$ cat src/rtl/imem_loader.sv
`timescale 1ns/1ps
// imem_loader: parses a 2-byte word-count header from a byte stream and writes little-endian
// 32-bit words to sequential instruction-memory addresses, holding the CPU until done.
module imem_loader #(
  parameter int ADDR_W = 10,
  parameter int DATA_W = 32
) (
  input  logic              clk,
  input  logic              reset,
  input  logic              start,
  input  logic [7:0]        byte_in,
  input  logic              byte_valid,
  output logic              byte_ready,
  output logic              wr_en,
  output logic [ADDR_W-1:0] wr_addr,
  output logic [DATA_W-1:0] wr_data,
  output logic              cpu_hold,
  output logic              done,
  output logic              err,
  output logic [ADDR_W:0]   words_written
);
  typedef enum logic [2:0] {IDLE, HDR0, HDR1, DATA, WRITE, DONE, ERR} state_t;
  state_t state_q, state_d;
  logic [15:0] n_q, n_d, n_new, words_inc;
  logic [1:0] idx_q, idx_d;
  logic [DATA_W-1:0] asm_q, asm_d, wr_data_q, wr_data_d;
  logic [ADDR_W-1:0] wr_addr_q, wr_addr_d;
  logic [ADDR_W:0] words_q, words_d;
  logic byte_ready_q, byte_ready_d, wr_en_q, wr_en_d, cpu_hold_q, cpu_hold_d;
  logic done_q, done_d, err_q, err_d, xfer;
  always_comb begin
    state_d = state_q;
    n_d = n_q;
    idx_d = idx_q;
    asm_d = asm_q;
    wr_addr_d = wr_addr_q;
    wr_data_d = wr_data_q;
    words_d = words_q;
    xfer = byte_valid && byte_ready_q;
    n_new = {byte_in, n_q[7:0]};
    words_inc = 16'(words_q) + 16'd1;
    case (state_q)
      IDLE, DONE, ERR: if (start) begin
        state_d = HDR0;
        wr_addr_d = '0;
        words_d = '0;
      end
      HDR0: if (xfer) begin
        n_d[7:0] = byte_in;
        state_d = HDR1;
      end
      HDR1: if (xfer) begin
        n_d = n_new;
        state_d = (n_new == 16'd0 || 32'(n_new) > (32'd1 << ADDR_W)) ? ERR : DATA;
      end
      DATA: if (xfer) begin
        asm_d[{idx_q, 3'b000} +: 8] = byte_in;
        idx_d = idx_q + 2'd1;
        if (idx_q == 2'd3) begin
          state_d = WRITE;
          wr_data_d = asm_d;
        end
      end
      WRITE: begin
        wr_addr_d = wr_addr_q + ADDR_W'(1);
        words_d = words_q + (ADDR_W+1)'(1);
        state_d = (words_inc == n_q) ? DONE : DATA;
      end
      default: state_d = IDLE;
    endcase
    // outputs are registered, so they follow the state being entered
    byte_ready_d = state_d inside {HDR0, HDR1, DATA};
    wr_en_d = state_d == WRITE;
    cpu_hold_d = state_d != DONE;
    done_d = state_d == DONE;
    err_d = state_d == ERR;
  end
  always_ff @(posedge clk or negedge reset) begin
    if (!reset) begin
      state_q <= IDLE;
      n_q <= '0;
      idx_q <= '0;
      asm_q <= '0;
      wr_addr_q <= '0;
      wr_data_q <= '0;
      words_q <= '0;
      byte_ready_q <= 1'b0;
      wr_en_q <= 1'b0;
      cpu_hold_q <= 1'b1;
      done_q <= 1'b0;
      err_q <= 1'b0;
    end else begin
      state_q <= state_d;
      n_q <= n_d;
      idx_q <= idx_d;
      asm_q <= asm_d;
      wr_addr_q <= wr_addr_d;
      wr_data_q <= wr_data_d;
      words_q <= words_d;
      byte_ready_q <= byte_ready_d;
      wr_en_q <= wr_en_d;
      cpu_hold_q <= cpu_hold_d;
      done_q <= done_d;
      err_q <= err_d;
    end
  end
  assign byte_ready = byte_ready_q;
  assign wr_en = wr_en_q;
  assign wr_addr = wr_addr_q;
  assign wr_data = wr_data_q;
  assign cpu_hold = cpu_hold_q;
  assign done = done_q;
  assign err = err_q;
  assign words_written = words_q;
endmodule

$ cat config.mk
export PLATFORM = sky130hd
export DESIGN_NAME = imem_loader
export DESIGN_NICKNAME = d
export VERILOG_FILES = /design/src/rtl/imem_loader.sv
export SDC_FILE = /design/constraint.sdc
export NUM_CORES = 1
export LEC_CHECK = 0
export CAP_MARGIN = 10
export CORE_UTILIZATION = 45
export DETAILED_ROUTE_END_ITERATION = 12
export PLACE_DENSITY_LB_ADDON = 0.3
export SETUP_SLACK_MARGIN = 0.15
export SLEW_MARGIN = 5
export SYNTH_ARGS = -nofsm -noshare
export SYNTH_HDL_FRONTEND = slang
export SYNTH_SLANG_ARGS = --single-unit
export TNS_END_PERCENT = 100
$ cat constraint.sdc
create_clock -name clk -period 2.35 [get_ports clk]
set_input_delay 0.235 -clock clk [delete_from_list [all_inputs] [get_ports clk]]
set_output_delay 0.235 -clock clk [all_outputs]
set_load 0.05 [all_outputs]
# ---- Word-level counts from Yosys, hierarchy flattened
# Index checks and enable logic that the tools add are counted.
# W data, S select, Z words.
dict set report classes {
  eq_ne 16
  bitwise_logic 1
  addsub 5
  mux 15
  shifts 2
  n_lt_le_gt_ge 1
  n_reduce_logical 12
}
# operator n
set op_table {}
lappend op_table {{$bwmux W32} 1}
lappend op_table {{$shift A8 B7 Y32 const A} 1}
lappend op_table {{$shiftx A8 B7 Y32} 1}
lappend op_table {{$pmux W11 S2} 1}
lappend op_table {{$mux W3} 7}
lappend op_table {{$pmux W10 S2} 1}
lappend op_table {{$eq A3 B3 Y1 const B} 6}
lappend op_table {{$eq A12 B16 Y1} 1}
lappend op_table {{$gt A16 B11 Y1 const B} 1}
lappend op_table {{$logic_not A16 Y1} 1}
lappend op_table {{$pmux W8 S2} 1}
lappend op_table {{$pmux W3 S5} 1}
lappend op_table {{$add A11 B1 Y12 const B} 1}
lappend op_table {{$eq A3 B2 Y1 const B} 4}
lappend op_table {{$add A11 B1 Y11 const B} 1}
lappend op_table {{$mux W11} 1}
lappend op_table {{$add A10 B1 Y10 const B} 1}
lappend op_table {{$mux W10} 1}
lappend op_table {{$mux W8} 1}
lappend op_table {{$neg A5 Y7} 1}
lappend op_table {{$eq A3 B1 Y1 const B} 2}
lappend op_table {{$reduce_and A2 Y1} 3}
lappend op_table {{$reduce_and A3 Y1} 2}
lappend op_table {{$logic_not A3 Y1} 1}
lappend op_table {{10 further kinds} 10}
dict set report totals {
  register_bits 111
  word_cells 65
  in_bits 12
  output_inout_bits 58
}

# ---- Longest topological paths before layout
dict set report depth {
  word_depth 7
  depth_mapped 9
  depth_no_buf 7
}

# ---- Least setup slack after synthesis
# Ideal clock, no wire load.
dict set report synth_path {
  path_kind {reg2reg}
  startpoint {register words_q[0], in the netlist words_written[0]}
  endpoint {register cpu_hold_q, in the netlist cpu_hold}
  t_arrival_ps 2456
  setup_ps 77
  t_required_ps 2273
  synth_period_minus_slack_ps 2533
  path_stages_with_launch 9
  n_path_buf 1
  setup_slack_ps -183
  cell_sequence {dfrtp_1 -> ha_1 -> buf_2 -> nand3_1 -> nor3_4 -> xnor2_1 -> or4_4 -> or3_4 -> o21a_1}
}
dict set report synth_between {
  elab_chain_cells 5
}
# element line
set synth_lines {}
lappend synth_lines {{start: declaration} 28} ;# logic [ADDR_W:0] words_q, words_d;
lappend synth_lines {{start signal: assignment} 99} ;# words_q <= words_d;
lappend synth_lines {{$add A11 B1 Y12} 41} ;# words_inc = 16'(words_q) + 16'd1;
lappend synth_lines {{$eq A12 B16 Y1} 67} ;# state_d = (words_inc == n_q) ? DONE : DATA;
lappend synth_lines {{$mux W3} 67}
lappend synth_lines {{$pmux W3 S5} 42} ;# case (state_q)
lappend synth_lines {{$ne A3 B3 Y1} 74} ;# cpu_hold_d = state_d != DONE;
lappend synth_lines {{via cpu_hold_d} 29} ;# logic byte_ready_q, byte_ready_d, wr_en_q, wr_en_d, cpu_hold_q, cpu_hold_d;
lappend synth_lines {{end signal: assignment} 102} ;# cpu_hold_q <= cpu_hold_d;
lappend synth_lines {{end: declaration} 29}
# The timed path passes the listed nets, and every way through them passes these cells.
# A chain may end at the register's enable or synchronous reset.

# ---- Final worst setup path
dict set report layout_path {
  startpoint {register n_q[3]}
  endpoint {register cpu_hold_q, in the netlist cpu_hold}
}
dict set report layout_between {
  elab_chain_cells 6
  elab_cells_between_ends 9
  cone_classes {1 x order compare; 2 x eq/ne; 4 x mux; 2 x reduce/logical}
}
# element line
set layout_lines {}
lappend layout_lines {{start: declaration} 24} ;# logic [15:0] n_q, n_d, n_new, words_inc;
lappend layout_lines {{start signal: assignment} 94} ;# n_q <= n_d;
lappend layout_lines {{$gt A16 B11 Y1 or $logic_not A16 Y1 (tied branches)} 54} ;# state_d = (n_new == 16'd0 || 32'(n_new) > (32'd1 << ADDR_W)) ? ERR : DATA;
lappend layout_lines {{$logic_or A1 B1 Y1} 54}
lappend layout_lines {{$mux W3} 54}
lappend layout_lines {{$mux W3} 52} ;# HDR1: if (xfer) begin
lappend layout_lines {{$pmux W3 S5 (*)} 42}
lappend layout_lines {{$ne A3 B3 Y1 (*)} 74}
lappend layout_lines {{via cpu_hold_d} 29}
# The timed path passes the listed nets; every way through them passes the cells marked *.

==> flow_metrics.env <==
export IMPL_wl_per_cell_um=16.7
export IMPL_fillers=964
export IMPL_async_flop_share_pct=100
export IMPL_num_vias=4307
export IMPL_synth_compound_area_share_pct=19.5
export IMPL_ys_seq_area_share_pct=52.5
export IMPL_hold_violations=0
export IMPL_cts_sinks=111
export IMPL_vias_per_cell=5.61
export IMPL_yosys_area_top_type="dfrtp_1"
export IMPL_ys_top_cells_by_count="110 x dfrtp_1, 66 x nand2_1, 64 x o21ai_0, 43 x a21oi_1, 34 x nor2b_1"
export IMPL_place_gp_congestion=0.907
export IMPL_yosys_top_cells_area="dfrtp_1 52%, o21ai_0 6.1%, a22o_1 5.5%"
export IMPL_crit_required_ps=2640
export IMPL_ctsHtreeMaxLevel=3
export IMPL_firstDrtPassIters=4
export IMPL_initial_utilization_pct=46.3
export IMPL_clk_path_buf_depth=2
export IMPL_antenna_cells=0
export IMPL_synth_ff_type="dfrtp_1"
export IMPL_multiInputGateArea_sq_um=2390
export IMPL_core_area_sq_um=11400
export IMPL_status="complete, no violations"
export IMPL_area_delta_synth_final_pct=26.6
export IMPL_cts_buffers=9
export IMPL_clk_pin_slew_ps=70
export IMPL_irDropWorstVdd_mv=0.653
export IMPL_grt_pass1_vias=4185
export IMPL_syn_cell_area_sq_um=5290
export IMPL_crit_path_max_fanout=4
export IMPL_ys_ff_latch=111
export IMPL_cp_slowest_cell="or4_4"
export IMPL_pwr_density_cell_nw_per_um2=1100
export IMPL_final_area_sq_um=6700
export IMPL_crit_arrival_ps=2440
export IMPL_antenna_found_initial=0
export IMPL_crit_start="n_q[3]$_DFFE_PN0P_"
export IMPL_crit_chain="or3b_1 > a21oi_2 > o31ai_1 > or4_4 > or3_4 > o21a_1"
export IMPL_cts_root_buf="clkbuf_16"
export IMPL_slowest_delay_ps=550
export IMPL_synth_mux_area_fraction_pct=3.19
export IMPL_grt_ovfl_total=0
export IMPL_crit_path_start_kind="register"
export IMPL_hpwlAfterDp_um=8550
export IMPL_grt_pass1_wl_um=21000
export IMPL_report_final_slew_viol_count=0
export IMPL_cp_end_kind="register"
export IMPL_synth_simple_area_share_pct=16.9
export IMPL_die_x_um=110
export IMPL_dpl_cell_area_sq_um=6270
export IMPL_finalCritPeriodShare_pct=91.3
export IMPL_total_power_mw=7.35
export IMPL_yosysMostFrequentCell="dfrtp_1"
export IMPL_clock_latency_ps=360
export IMPL_maxCapViolCount=0
export IMPL_io_buffer_count=69
export IMPL_routed_wl_um=12800
export IMPL_tightest_slew_ps=694
export IMPL_drc=0
export IMPL_dieArea_sq_um=12200
export IMPL_rsz0062_at_grt="no"
export IMPL_ant_nets=0
export IMPL_track_usage_pct=21.5
export IMPL_cts_tree="done"
export IMPL_synth_top_cell_area_share_pct=52.0
export IMPL_synth_xor_area_share_pct=2.77
export IMPL_synth_top_family_by_area="compound AO/OA/AOI/OAI gates"
export IMPL_fmax_mhz=466
export IMPL_drtIter0Drc=283
export IMPL_power_leakage_nw=2.91
export IMPL_ys_types=53
export IMPL_hold_path_class="input port to async pin"
export IMPL_std_cell_rows=39
export IMPL_grt_start_max_net_pins=65
export IMPL_setup_viol_count_final=0
export IMPL_crit_type="register to register"
export IMPL_syn_num_nets=549
export IMPL_syn_inst=529
export IMPL_regArea_sq_um=2790
export IMPL_tns_ps=0
export IMPL_yosys_warnings=0
export IMPL_synth_enable_flop_cells=0
export IMPL_io_pins=70
export IMPL_nNetsFinal=641
export IMPL_reg2reg_from="n_q[3]$_DFFE_PN0P_"
export IMPL_synthAdderAreaFrac_pct=1.89
export IMPL_skew_ps=6.10
export IMPL_drive_gt1_share_pct=15.5
export IMPL_die_h_um=110
export IMPL_timing_slew_headroom_pct=53.7
export IMPL_syn_avg_cell_area_sq_um=10.0
export IMPL_finalCriticalPeriod_ps=2150
-- timing repair --
action / in CTS / in global routing
endpoints found under the setup margin: 1 / 3
gates resized for setup: 1 / 7
hold endpoints to repair: 48 / 0
buffers inserted: 0 / 16
hold buffers: 1 / 0
pin swaps: 0 / 2
-- per-layer routing --
layer  GRT usage (%)  routed length, um  vias up
met1            27.9               5750     2129
met3            5.38                540       15
met5               0                  0        -
li1                -                  -     2060
met4            6.84                211        0
met2            35.3               6290      103
-- worst paths after layout --
kind | slack (ps) | depth (start not counted) | to
max reg2reg | 200 | 6 | cpu_hold$_DFF_PN1_
max | 200 | 6 | cpu_hold$_DFF_PN1_
min | 470 | 2 | wr_data[5]$_DFFE_PN0P_
min reg2reg | 480 | 2 | wr_data[0]$_DFFE_PN0P_
min in group clk | 480 | 2 | wr_data[0]$_DFFE_PN0P_
max in group asynchronous | 1180 | 3 | n_q[3]$_DFFE_PN0P_
-- metrics by stage --
step	util [%]	hold slack (ps)	instances	setup WS, ps
after CTS	57.5	486	752	168
after global routing	58.7	502	768	130
final	58.7	471	768	204
after floorplan	-	-60.6	529	50.3
after global placement	54.9	317	736	156
after detailed placement	54.9	324	736	130
-- power by group --
| group | internal (mW) | total, mW | switching, mW |
|---|---|---|---|
| logic | 1.26 | 3.05 | 1.79 |
| clock network | 0.749 | 1.44 | 0.690 |
| registers | 2.42 | 2.85 | 0.436 |
-- logic make-up (layout without fill, tap and decap cells) --
group | Yosys count | count (layout)
simple gates | 172 | 172
buf+inv | 41 | 137
flops | 111 | 111
xor+xnor | 15 | 15
fa+ha+maj | 8 | 8
mux | 15 | 15
compound gates | 167 | 167
-- registers in the layout, summed over array words and instances, names as in the netlist --
| register | flops |
|---|---|
| wr_en | 1 |
| n_q | 16 |
| err | 1 |
| words_written | 11 |
| wr_addr | 10 |
| wr_data | 32 |
| done | 1 |
| state_q | 3 |
| byte_ready | 1 |
| idx_q | 2 |
| cpu_hold | 1 |
| asm_q | 32 |
-- critical path: cells and delay by family (launching register included) --
kind / cells / cell delay [ps]
and+or+nand+nor: 3 / 1330
DFF: 1 / 430
AOI/OAI and AO/OA: 3 / 320
-- cells in the final DEF, fill, tap and decap left out, types with 4 or more instances in the layout --
master | synthesis | final
mux2_2 | 15 | 15
dfrtp_2 | 0 | 9
nand4_1 | 5 | 5
nand2b_1 | 5 | 5
nor2_1 | 18 | 17
xor2_1 | 5 | 5
nor3_1 | 7 | 7
a21oi_1 | 43 | 42
ha_1 | 8 | 7
clkbuf_16 | 0 | 9
a31oi_1 | 6 | 6
nand3_1 | 10 | 9
xnor2_1 | 9 | 9
o21ai_0 | 64 | 63
clkdlybuf4s50_1 | 0 | 68
inv_1 | 8 | 8
a22o_1 | 33 | 33
nor2b_1 | 34 | 34
dfrtp_1 | 110 | 101
nand2_1 | 66 | 66
buf_4 | 2 | 43
and2_1 | 4 | 4
-- final cells by class --
| cell class | count | area share (%) |
|---|---|---|
| Timing Repair Buffer | 114 | 15.5 |
| Tap cell | 143 | 2.67 |
| Multi-Input combinational cell | 377 | 35.6 |
| Clock buffer | 11 | 3.62 |
| Clock inverter | 4 | 0.467 |
| Sequential cell | 111 | 41.7 |
| Inverter | 8 | 0.448 |
Note: power is estimated with default switching activity, not from simulation.
